**config.mk**
```make
export PLATFORM = sky130hd
export DESIGN_NAME = serial_deserializer
export DESIGN_NICKNAME = d
export VERILOG_FILES = /design/src/rtl/des_pkg.sv /design/src/rtl/sipo_shift_reg.sv /design/src/rtl/serial_deserializer.sv
export SDC_FILE = /design/constraint.sdc
export NUM_CORES = 1
export LEC_CHECK = 0
export ABC_AREA = 1
export CORE_ASPECT_RATIO = 0.75
export CORE_MARGIN = 3
export CORE_UTILIZATION = 54
export CTS_CLUSTER_DIAMETER = 200
export DETAILED_ROUTE_END_ITERATION = 10
export PLACE_DENSITY = 0.86
export SYNTH_ARGS = -nofsm -noshare
export SYNTH_HDL_FRONTEND = slang
export SYNTH_SLANG_ARGS = --single-unit
```
**constraint.sdc**
```tcl
create_clock -name clk -period 1.7 [get_ports clk]
set_input_delay 0.34 -clock clk [delete_from_list [all_inputs] [get_ports clk]]
set_output_delay 0.34 -clock clk [all_outputs]
set_load 0.005 [all_outputs]
```
**src/rtl/des_pkg.sv**
```systemverilog
// Shared types and sizing helpers for the serial deserializer.
// Holds the FSM state encoding, counter-width function and default word width.
package des_pkg;

  localparam int DES_DEFAULT_WIDTH = 8;

  typedef enum logic [1:0] {
    IDLE   = 2'd0,
    SHIFT  = 2'd1,
    PARITY = 2'd2
  } des_state_t;

  // Bit counter must index 0..WIDTH-1; never narrower than one bit.
  function automatic int des_cnt_width(input int width);
    return (width <= 2) ? 1 : $clog2(width);
  endfunction

endpackage

```
**src/rtl/sipo_shift_reg.sv**
```systemverilog
// Serial-in/parallel-out register built as a chain of enabled flip-flops.
// New bits enter at the MSB and walk toward bit 0, giving LSB-first word assembly.
module sipo_shift_reg #(
  parameter int WIDTH = 8
) (
  input  logic             clk,
  input  logic             reset,
  input  logic             shift_en,
  input  logic             sin,
  output logic [WIDTH-1:0] q
);

  logic [WIDTH-1:0] stage_reg;
  logic [WIDTH-1:0] stage_next;

  assign stage_next = {sin, stage_reg[WIDTH-1:1]};

  generate
    for (genvar gi = 0; gi < WIDTH; gi++) begin : g_stage
      always_ff @(posedge clk or negedge reset) begin
        if (!reset) begin
          stage_reg[gi] <= 1'b0;
        end else if (shift_en) begin
          stage_reg[gi] <= stage_next[gi];
        end
      end
    end
  endgenerate

  assign q = stage_reg;

endmodule

```
**src/rtl/serial_deserializer.sv**
```systemverilog
// Start-bit framed, LSB-first serial-to-parallel converter with a valid/ready word output,
// sticky overrun flag and busy indicator. Define DESERIALIZER_PARITY_CHECK_EN for even-parity checking.
module serial_deserializer
  import des_pkg::*;
#(
  parameter int WIDTH = DES_DEFAULT_WIDTH
) (
  input  logic             clk,
  input  logic             reset,
  input  logic             din,
  input  logic             din_en,
  output logic [WIDTH-1:0] dout,
  output logic             dout_valid,
  input  logic             dout_ready,
  output logic             busy,
  output logic             overrun,
  output logic             parity_err
);

  localparam int CW = des_cnt_width(WIDTH);
  localparam logic [CW-1:0] LAST_BIT = CW'(WIDTH - 1);

  des_state_t       state_reg, state_next;
  logic [CW-1:0]    cnt_reg, cnt_next;
  logic [WIDTH-1:0] dout_reg, dout_next;
  logic             dout_valid_reg, dout_valid_next;
  logic             overrun_reg, overrun_next;
  logic             busy_reg;
  logic             shift_en;
  logic             commit;
  logic [WIDTH-1:0] word;
  logic [WIDTH-1:0] sipo_q;

  assign shift_en = (state_reg == SHIFT) && din_en;

  sipo_shift_reg #(
    .WIDTH(WIDTH)
  ) u_sipo (
    .clk     (clk),
    .reset   (reset),
    .shift_en(shift_en),
    .sin     (din),
    .q       (sipo_q)
  );

`ifdef DESERIALIZER_PARITY_CHECK_EN
  logic parity_fail;
  logic parity_err_reg;
`else
  logic unused_lsb;
  assign unused_lsb = sipo_q[0];
`endif

  always_comb begin
    state_next = state_reg;
    cnt_next   = cnt_reg;
    commit     = 1'b0;
    // The word as it will look once the bit on din is shifted in this edge.
    word       = {din, sipo_q[WIDTH-1:1]};
`ifdef DESERIALIZER_PARITY_CHECK_EN
    parity_fail = 1'b0;
`endif
    case (state_reg)
      IDLE: begin
        if (din_en && din) begin
          state_next = SHIFT;
          cnt_next   = '0;
        end
      end
      SHIFT: begin
        if (din_en) begin
          if (cnt_reg == LAST_BIT) begin
            cnt_next = '0;
`ifdef DESERIALIZER_PARITY_CHECK_EN
            state_next = PARITY;
`else
            state_next = IDLE;
            commit     = 1'b1;
`endif
          end else begin
            cnt_next = cnt_reg + CW'(1);
          end
        end
      end
`ifdef DESERIALIZER_PARITY_CHECK_EN
      PARITY: begin
        if (din_en) begin
          state_next = IDLE;
          word       = sipo_q;
          if ((^sipo_q) == din) begin
            commit = 1'b1;
          end else begin
            parity_fail = 1'b1;
          end
        end
      end
`endif
      default: begin
        state_next = IDLE;
        cnt_next   = '0;
      end
    endcase
  end

  // Output handshake: a commit into a full, unaccepted buffer is dropped and flagged.
  always_comb begin
    dout_next       = dout_reg;
    dout_valid_next = dout_valid_reg;
    overrun_next    = overrun_reg;
    if (commit) begin
      if (!dout_valid_reg || dout_ready) begin
        dout_next       = word;
        dout_valid_next = 1'b1;
      end else begin
        overrun_next = 1'b1;
      end
    end else if (dout_valid_reg && dout_ready) begin
      dout_valid_next = 1'b0;
    end
  end

  always_ff @(posedge clk or negedge reset) begin
    if (!reset) begin
      state_reg      <= IDLE;
      cnt_reg        <= '0;
      dout_reg       <= '0;
      dout_valid_reg <= 1'b0;
      overrun_reg    <= 1'b0;
      busy_reg       <= 1'b0;
    end else begin
      state_reg      <= state_next;
      cnt_reg        <= cnt_next;
      dout_reg       <= dout_next;
      dout_valid_reg <= dout_valid_next;
      overrun_reg    <= overrun_next;
      busy_reg       <= (state_next != IDLE);
    end
  end

`ifdef DESERIALIZER_PARITY_CHECK_EN
  always_ff @(posedge clk or negedge reset) begin
    if (!reset) begin
      parity_err_reg <= 1'b0;
    end else begin
      parity_err_reg <= parity_fail;
    end
  end
  assign parity_err = parity_err_reg;
`else
  assign parity_err = 1'b0;
`endif

  assign dout       = dout_reg;
  assign dout_valid = dout_valid_reg;
  assign overrun    = overrun_reg;
  assign busy       = busy_reg;

endmodule

```
# Word level (Yosys, flattened, before mapping)
# Cells that the tools add are included.
word_totals:
  regBits: 23
  input_bits: 5
  out_inout_bits: 12
classes:
  addsub: 1
  n_eq_ne: 5
  n_mux: 14
  bitwise: 1
  reduce_logical: 12
ops:
  columns: ["op", "count"]
  rows:
  - ["2-to-1 mux 3 bit", 3]
  - ["AND reduction 2 bit", 4]
  - ["2-to-1 mux 1 bit", 6]
  - ["2-to-1 mux 2 bit", 3]
  - ["case mux 3 bit (2 select lines)", 1]
  - ["inequality test 2 bit, second input constant", 2]
  - ["case mux 2 bit (2 select lines)", 1]
  - ["nonzero test 2 bit", 2]
  - ["adder 3 x 1 -> 3 bit, second input constant", 1]
  - ["== test 3 bit, second input constant", 1]
  - ["logical AND 1 bit", 3]
  - ["== test 2 x 1 -> 1 bit, second input constant", 1]
  - ["zero test 2 bit", 1]
  - ["inequality test 2 x 1 -> 1 bit, second input constant", 1]
  - ["zero test 1 bit", 1]
  - ["logical OR 1 bit", 1]
  - ["NOT 1 bit", 1]

# Longest topological paths before layout
# Gate-level depths: netlist (run 1).
logic_depth:
  depth_word: 6
  depth_mapped: 7

# Hierarchy
# Synthesis (run 1) repeated with hierarchy kept, for this count alone.
unflattened:
  hier_cells: 111
  area_unflattened_um2: 1017.2
modules_own_cells:
  columns: ["module", "instances", "cells_per_inst", "area_per_inst_um2", "seq_area_each_um2"]
  rows:
  - ["serial_deserializer", 1, 77, 711.9, 400.4]
  - ["sipo_shift_reg", 1, 34, 305.3, 200.2]

# Least setup slack after synthesis (run 1)
# No wires, ideal clock.
synth_timing:
  kind: "reg2reg"
  startpoint: "register cnt_reg[0]"
  endpoint: "register dout_reg[0], in the netlist dout[0]"
  arrival_time_ns: 1.118
  required_ns: 1.635
  slack_ns: 0.517
  path_stages_with_launch: 8
  path_buffers: 0
  path_cell_list: "dfrtp_1 ha_1 ha_1 nand2_2 inv_2 nand3_2 nand2_1 nand2_1"
synth_between:
  elab_chain_cells: 5
synth_lines:
  columns: ["item", "line_no", "rtl"]
  rows:
  - ["start: declaration", "serial_deserializer.sv:24", "logic [CW-1:0] cnt_reg, cnt_next;"]
  - ["start signal: assignment", "serial_deserializer.sv:132", "cnt_reg <= cnt_next;"]
  - ["== test 3 bit", "serial_deserializer.sv:72", "if (cnt_reg == LAST_BIT) begin"]
  - ["2-to-1 mux 1 bit", "serial_deserializer.sv:72", null]
  - ["2-to-1 mux 1 bit", "serial_deserializer.sv:71", "if (din_en) begin"]
  - ["2-to-1 mux 1 bit", "serial_deserializer.sv:63", "case (state_reg)"]
  - ["AND reduction 2 bit (no line)", null, null]
  - ["end signal: assignment", "serial_deserializer.sv:133", "dout_reg <= dout_next;"]
  - ["end: declaration", "serial_deserializer.sv:25", "logic [WIDTH-1:0] dout_reg, dout_next;"]
# Every way passes these cells.
# A chain may end at the register's enable or synchronous reset.

# Worst setup path in the final report (run 1)
layout_timing:
  startpoint: "register dout_reg[1], in the netlist dout[1]"
  endpoint: "output port dout[1]"
layout_rtl:
  columns: ["item", "line_no", "rtl"]
  rows:
  - ["end: declaration", "serial_deserializer.sv:12", "output logic [WIDTH-1:0] dout,"]
# No word-level cell between the ends.

==> results.rst, run 1 <==
.. list-table::
   :header-rows: 1

   * - Metric
     - Value
   * - Total Power
     - ~990 uW
   * - Required time at the endpoint of the critical path
     - 1.36 ns
   * - Hold buffer count at cts
     - 0
   * - Height of the chip
     - about 43 microns
   * - Count of endpoints failing hold in the final timing report
     - 0
   * - Multi-input gate area in the final layout
     - 345 sq um
   * - Netlist area before placement
     - ~960 sq um
   * - Number of instances in the synthesized netlist
     - about 110
   * - Max FFs per register
     - 8
   * - First-pass GRT wire length
     - approximately 3200 microns
   * - Worst Path Buf+Inv
     - 1
   * - Core region area
     - between 0.0015 and 0.002 sq mm
   * - Placed wire-length estimate after detailed placement
     - about 1400 microns
   * - Die width
     - about 55 microns
   * - Largest fanout of any net on the critical path
     - 2
   * - Count of maximum capacitance violations
     - 0
   * - Buffers inserted by post-CTS timing repair
     - 0
   * - Layout Nets
     - 133
   * - Post-layout min period
     - 1.56 ns
   * - Register clock-pin slew on the reported worst setup and hold paths
     - around 0.11 ns
   * - Number of antenna violations at the first check in global routing
     - 0
   * - Total power per unit cell area
     - approximately 850 mW/mm^2
   * - Placed cells
     - approximately 140
   * - Vias per cell
     - between 5 and 6
   * - Maximum root-to-sink buffer count
     - 2
   * - CP max stage delay
     - about 0.53 ns
   * - Total wire length after detailed routing
     - ~1900 microns
   * - Count of different cell masters after synthesis
     - 18
   * - Peak supply drop
     - approximately 0.80 mV
   * - Count of instances resized after the clock tree is built
     - 0
   * - Starting Density
     - between 60% and 70%
   * - Slew Viols, Final
     - 0
   * - Cell with the largest stage delay on the worst path
     - sky130_fd_sc_hd__clkdlybuf4s50_1
   * - Critical path endpoint category
     - output port
   * - Result of the run
     - finished clean
   * - Path class of the lowest-slack min-delay path
     - input pin to asynchronous set/reset pin
   * - Flip-flop and latch area
     - about 580 sq um
   * - Most used cells in the layout excluding fill and tap cells
     - sky130_fd_sc_hd__nand2_1 (41), sky130_fd_sc_hd__dfrtp_1 (23), sky130_fd_sc_hd__clkdlybuf4s50_1 (15), sky130_fd_sc_hd__nand3_1 (11)
   * - Period Utilization, post-route
     - approximately 92%
   * - Post-route cell area
     - between 0.001 and 0.0015 sq mm
   * - Via count of the routed design
     - roughly 760
   * - Clock Tree Root
     - sky130_fd_sc_hd__clkbuf_4
   * - Avg Inst Size Synth
     - 9.18 sq um
   * - DRT iter0 DRCs
     - 23
   * - Post-synthesis register bit count
     - 23
   * - Number of diodes added for antenna fixing
     - 0
   * - Total of buffers placed on input and output ports
     - 15
   * - Die outline area
     - ~0.0023 sq mm
   * - Number of global-route vias before repair
     - roughly 750
   * - RSZ-0062 raised after global routing
     - false
   * - Overall Global Routing Usage
     - 19.6%
   * - Placed inst area
     - ~0.0011 sq mm
   * - Maximum number of pins on one net before global-route repair
     - 24
   * - DR WL/cell
     - roughly 13 microns
   * - Std-Cell Rows
     - 12
   * - Setup TNS Final
     - 0 ns
   * - Setup Viol. Count Final
     - 0
   * - Kind of cell adding the most delay to the critical path
     - buffers and inverters
   * - CTS tree
     - built
   * - Critical path cell sequence
     - clkdlybuf4s50_1
   * - Weighted congestion at the end of routability-driven global placement
     - between 0.7 and 0.8
   * - Ratio of cells with drive above 1 in the final layout
     - a little under an eighth
   * - Number of routed nets with antenna violations
     - 0
   * - Maximum level of the CTS H-tree
     - 1
   * - Number of buffers created by CTS
     - 3
   * - LEAKAGE
     - between 0.6 and 0.7 nW
   * - Clk_skew
     - around 0.0030 ns
   * - Final-layout fill cell count
     - roughly 110
   * - Final core occ
     - between 70% and 80%
   * - Drc violations
     - 0
   * - Synthesis-to-finish area growth
     - 21.7%
   * - Total gr overflow
     - 0
   * - FMAX
     - about 640 MHz
   * - Clock insertion delay at the later pin of the skew report
     - 0.30 ns
   * - Worst setup path class
     - register to output port
   * - Most common cell after layout, fill and taps aside
     - sky130_fd_sc_hd__nand2_1
   * - TritonCTS sink count
     - 23
   * - Synth Warn #
     - 0
   * - Data arrival, critical path
     - between 1 and 1.5 ns
   * - Ports
     - 17
   * - Final standard cell count with taps included and fillers excluded
     - between 100 and 150
   * - Number of optimization iterations in the first detailed-route pass
     - 4
   * - Setup crit start kind
     - register
   * - Sequential cell area fraction in the yosys report
     - around 60%
-- worst reg2reg max path, cell delays in order (launching register included) --
cell,delay (ns)
sky130_fd_sc_hd__dfrtp_1,0.41
sky130_fd_sc_hd__ha_1,0.20
sky130_fd_sc_hd__ha_1,0.20
sky130_fd_sc_hd__nand2_2,0.10
sky130_fd_sc_hd__inv_2,0.06
sky130_fd_sc_hd__nand3_2,0.15
sky130_fd_sc_hd__nand2_1,0.09
sky130_fd_sc_hd__nand2_1,0.08
-- final cells by class --
type / instances / area share [%]
Clock buffer: 4 / 2.24
Timing Repair Buffer: 17 / 14.1
Tap cell: 21 / 2.24
Inverter: 9 / 2.88
Sequential cell: 23 / 49.1
Multi-Input combinational cell: 72 / 29.5
-- layer usage --
layer	wire, microns	up-vias	track usage, %	share of wire [%]
met5	0	-	0	0
met1	799	352	22.3	42
met4	26	0	4.48	1.4
li1	-	372	-	-
met3	122	4	7.47	6.4
met2	948	33	33.7	50
-- through the flow --
stage,setup slack (ns),hold slack [ns]
2_1_floorplan,0.517,0.0444
3_3_place_gp,0.205,0.455
4_1_cts,0.154,0.379
3_5_place_dp,0.120,0.464
5_1_grt,0.104,0.386
6_report,0.138,0.364
-- kinds of logic (layout without fill, tap and decap cells) --
| family | count (synthesis) | count (layout) | synth area share, % |
|---|---|---|---|
| compound gates | 8 | 8 | 4.42 |
| fa+ha+maj | 2 | 2 | 2.60 |
| simple gates | 60 | 60 | 28.1 |
| buf+inv | 11 | 30 | 4.80 |
| flops | 23 | 23 | 59.7 |
| other cells | 1 | 2 | 0.389 |
-- worst paths after layout --
| kind | start | slack (ns) | cells past startpoint | to |
|---|---|---|---|---|
| max | dout[1] | 0.14 | 1 | dout[1] |
| min | reset | 0.36 | 2 | overrun |
| max reg2reg | cnt_reg[0] | 0.35 | 7 | dout[0] |
| min reg2reg | dout[4] | 0.49 | 2 | dout[4] |
| max in group asynchronous | reset | 1.12 | 2 | u_sipo.q[7] |
| min in group clk | dout[4] | 0.49 | 2 | dout[4] |
-- synth_stat cells (all sizes together) --
library cell,n,area share (%)
inv,9,3.5
o21ai,7,3.6
buf,2,1.3
dfrtp,23,60
conb,1,0.39
nand4,1,0.65
nand3,12,6.8
ha,2,2.6
o21bai,1,0.78
nor2,4,3.4
nand2,43,17
-- power breakdown --
group	total (mW)	internal, mW	switching [mW]
sequential	0.647	0.603	0.0435
clock	0.240	0.0914	0.148
combinational	0.105	0.0432	0.0614
No activity file was read; power rests on OpenSTA's default activity.
==> run 2, diff against run 1 <==
--- a/config.mk
+++ b/config.mk
@@ -12,6 +12,7 @@
 export CTS_CLUSTER_DIAMETER = 200
 export DETAILED_ROUTE_END_ITERATION = 10
 export PLACE_DENSITY = 0.86
+export REMOVE_ABC_BUFFERS = 1
 export SYNTH_ARGS = -nofsm -noshare
 export SYNTH_HDL_FRONTEND = slang
 export SYNTH_SLANG_ARGS = --single-unit
==> results.rst, run 2 (synthesized netlist as in run 1, its figures left out) <==
.. list-table::
   :header-rows: 1

   * - Metric
     - Value
   * - Result of the run
     - finished clean
   * - Count of instances resized after the clock tree is built
     - 0 (unchanged)
   * - Std-Cell Rows
     - 12 (unchanged)
   * - Die width
     - 54.8 microns (unchanged)
   * - First-pass GRT wire length
     - 3130 microns (-2.8%)
   * - Post-layout min period
     - 1.55 ns (-0.0165 ns)
   * - Most used cells in the layout excluding fill and tap cells
     - sky130_fd_sc_hd__nand2_1 (41), sky130_fd_sc_hd__dfrtp_1 (23), sky130_fd_sc_hd__clkdlybuf4s50_1 (15), sky130_fd_sc_hd__nand3_1 (11)
   * - Layout Nets
     - 133 (unchanged)
   * - Setup Viol. Count Final
     - 0 (unchanged)
   * - Setup TNS Final
     - 0 ns (unchanged)
   * - Slew Viols, Final
     - 0 (unchanged)
   * - Cell with the largest stage delay on the worst path
     - sky130_fd_sc_hd__clkdlybuf4s50_1
   * - Setup slack of the worst register-to-register path
     - 0.37 ns (+0.02 ns)
   * - Setup crit start kind
     - register
   * - Die outline area
     - 0.00233 sq mm (unchanged)
   * - Data arrival, critical path
     - 1.21 ns (about the same)
   * - CP max stage delay
     - 0.51 ns (-0.02 ns)
   * - Drc violations
     - 0 (unchanged)
   * - Register share of total power
     - 65.0% (-0.2 points)
   * - Count of maximum capacitance violations
     - 0 (unchanged)
   * - Critical path endpoint category
     - output port
   * - Total gr overflow
     - 0 (unchanged)
   * - Number of optimization iterations in the first detailed-route pass
     - 5 (+1)
   * - TritonCTS sink count
     - 23 (unchanged)
   * - Path class of the lowest-slack min-delay path
     - input pin to asynchronous set/reset pin
   * - Endpoint of the worst-slack reg-to-reg timing path
     - dout[0]
   * - FMAX
     - 647 MHz (+1.1%)
   * - Total of buffers placed on input and output ports
     - 15 (unchanged)
   * - Reg2Reg Depth
     - 7 (unchanged)
   * - Placed wire-length estimate after detailed placement
     - 1380 microns (-0.20%)
   * - Worst Path Buf+Inv
     - 1 (unchanged)
   * - Vias per cell
     - 5.16 (-0.92%)
   * - Portion of total power attributed to the clock network
     - 24.6% (+0.4 points)
   * - Via count of the routed design
     - 754 (-0.92%)
   * - Ports
     - 17 (unchanged)
   * - Buffers inserted by post-CTS timing repair
     - 0 (unchanged)
   * - Placement Setup Slack
     - 0.120 ns (+0.000516 ns)
   * - Number of routed nets with antenna violations
     - 0 (unchanged)
   * - Launch instance of the worst register-to-register path
     - cnt_reg[0]
   * - Starting Density
     - 61.1% (unchanged)
   * - Clk_skew
     - 0.00124 ns (-0.00174 ns)
   * - Height of the chip
     - 42.6 microns (unchanged)
   * - Number of buffers created by CTS
     - 3 (unchanged)
   * - Total Power
     - 995 uW (+0.37%)
   * - Number of diodes added for antenna fixing
     - 0 (unchanged)
   * - Worst setup path class
     - register to output port
   * - Critical path cell sequence
     - clkdlybuf4s50_1
   * - Final-layout fill cell count
     - 110 (+3.8%)
   * - P_sw
     - 257 uW (+1.3%)
   * - Clock insertion delay at the later pin of the skew report
     - 0.31 ns (about the same)
   * - RSZ-0062 raised after global routing
     - false
   * - Part of the power in combinational logic
     - 10.4% (-0.2 points)
   * - Maximum root-to-sink buffer count
     - 2 (unchanged)
   * - Hold buffer count at cts
     - 0 (unchanged)
   * - Total wire length after detailed routing
     - 1810 microns (-4.7%)
   * - Peak supply drop
     - 0.630 mV (-21%)
   * - Max FFs per register
     - 8 (unchanged)
   * - DRT iter0 DRCs
     - 16 (-30%)
   * - Weighted congestion at the end of routability-driven global placement
     - 0.756 (-0.37%)
   * - Final core occ
     - 74.4% (unchanged)
   * - Number of antenna violations at the first check in global routing
     - 0 (unchanged)
   * - Required time at the endpoint of the critical path
     - 1.36 ns (about the same)
   * - Most common cell after layout, fill and taps aside
     - sky130_fd_sc_hd__nand2_1
   * - Post-route cell area
     - 0.00117 sq mm (unchanged)
   * - Maximum number of pins on one net before global-route repair
     - 24 (unchanged)
   * - LEAKAGE
     - 0.611 nW (unchanged)
   * - Fraction of power spent switching nets
     - 25.8% (+0.24 points)
   * - Total power per unit cell area
     - 848 mW/mm^2 (+0.37%)
   * - Maximum level of the CTS H-tree
     - 1 (unchanged)
   * - CTS tree
     - built
   * - Overall Global Routing Usage
     - 19.4% (-0.17 points)
   * - DR WL/cell
     - 12.4 microns (-4.7%)
   * - Kind of cell adding the most delay to the critical path
     - buffers and inverters
   * - Largest fanout of any net on the critical path
     - 2 (unchanged)
   * - Internal power
     - 738 uW (about the same)
   * - Smallest setup slack after layout
     - 0.155 ns (+0.0165 ns)
   * - Placed inst area
     - 0.00115 sq mm (unchanged)
   * - Register clock-pin slew on the reported worst setup and hold paths
     - 0.11 ns (about the same)
   * - Count of endpoints failing hold in the final timing report
     - 0 (unchanged)
   * - Number of global-route vias before repair
     - 719 (-3.7%)
   * - Ratio of cells with drive above 1 in the final layout
     - 12.0% (unchanged)
   * - Period Utilization, post-route
     - 90.9% (-0.97 points)
   * - Synthesis-to-finish area growth
     - 21.7% (unchanged)
   * - Clock Tree Root
     - sky130_fd_sc_hd__clkbuf_4
   * - Core region area
     - 0.00158 sq mm (unchanged)
==> run 2: worst max-delay path by stage <==
stage | from | endpoint | cells after the start
2_1_floorplan | cnt_reg[0] | dout[0] | 7
3_3_place_gp | din_en | dout[2] | 6
3_5_place_dp | din_en | dout[0] | 6
4_1_cts | dout[4] | dout[4] | 1
5_1_grt | dout[3] | dout[3] | 1
6_report | dout[4] | dout[4] | 1
==> run 2: cell type report <==
cell class / instances / area (sq um) / area share, %
Timing Repair Buffer: 17 / 165 / 14.1
Tap cell: 21 / 26.3 / 2.24
Multi-Input combinational cell: 72 / 345 / 29.5
Clock buffer: 4 / 26.3 / 2.24
Sequential cell: 23 / 576 / 49.1
Inverter: 9 / 33.8 / 2.88
==> run 2: power groups by stage <==
| stage | registers [mW] | logic (mW) | clock network (mW) |
|---|---|---|---|
| after floorplan | 0.644 | 0.0644 | 0 |
| after global placement | 0.652 | 0.0997 | 0 |
| after detailed placement | 0.656 | 0.104 | 0 |
| after CTS | 0.645 | 0.106 | 0.256 |
| after global routing | 0.653 | 0.121 | 0.281 |
| final | 0.646 | 0.104 | 0.245 |
==> run 2: through the flow <==
stage / hold WS [ns] / std cells
after CTS: 0.372 / 146
after floorplan: 0.0444 / 104
final: 0.365 / 146
after global placement: 0.456 / 142
after detailed placement: 0.467 / 142
after global routing: 0.377 / 146
==> run 2: per-layer routing <==
metal  global-route usage (%)  wire length (microns)
met1                     23.8                    806
met2                     31.6                    858
met3                     6.41                    117
met4                     5.97                     25
met5                        0                      0
==> run 3, diff against run 2 <==
==> constraint.sdc (replaced) <==
create_clock -name clk -period 1.7 [get_ports clk]
set_input_delay 0.34 -clock clk [delete_from_list [all_inputs] [get_ports clk]]
set_output_delay 0.34 -clock clk [all_outputs]
set_load 0.01 [all_outputs]
==> results of run 3 <==
Same layout as run 2 (identical final DEF). Status: finished clean.
Main changes from that run: setup slack after layout 0.155 ns -> 0.120 ns; total power 0.995 mW -> 0.996 mW
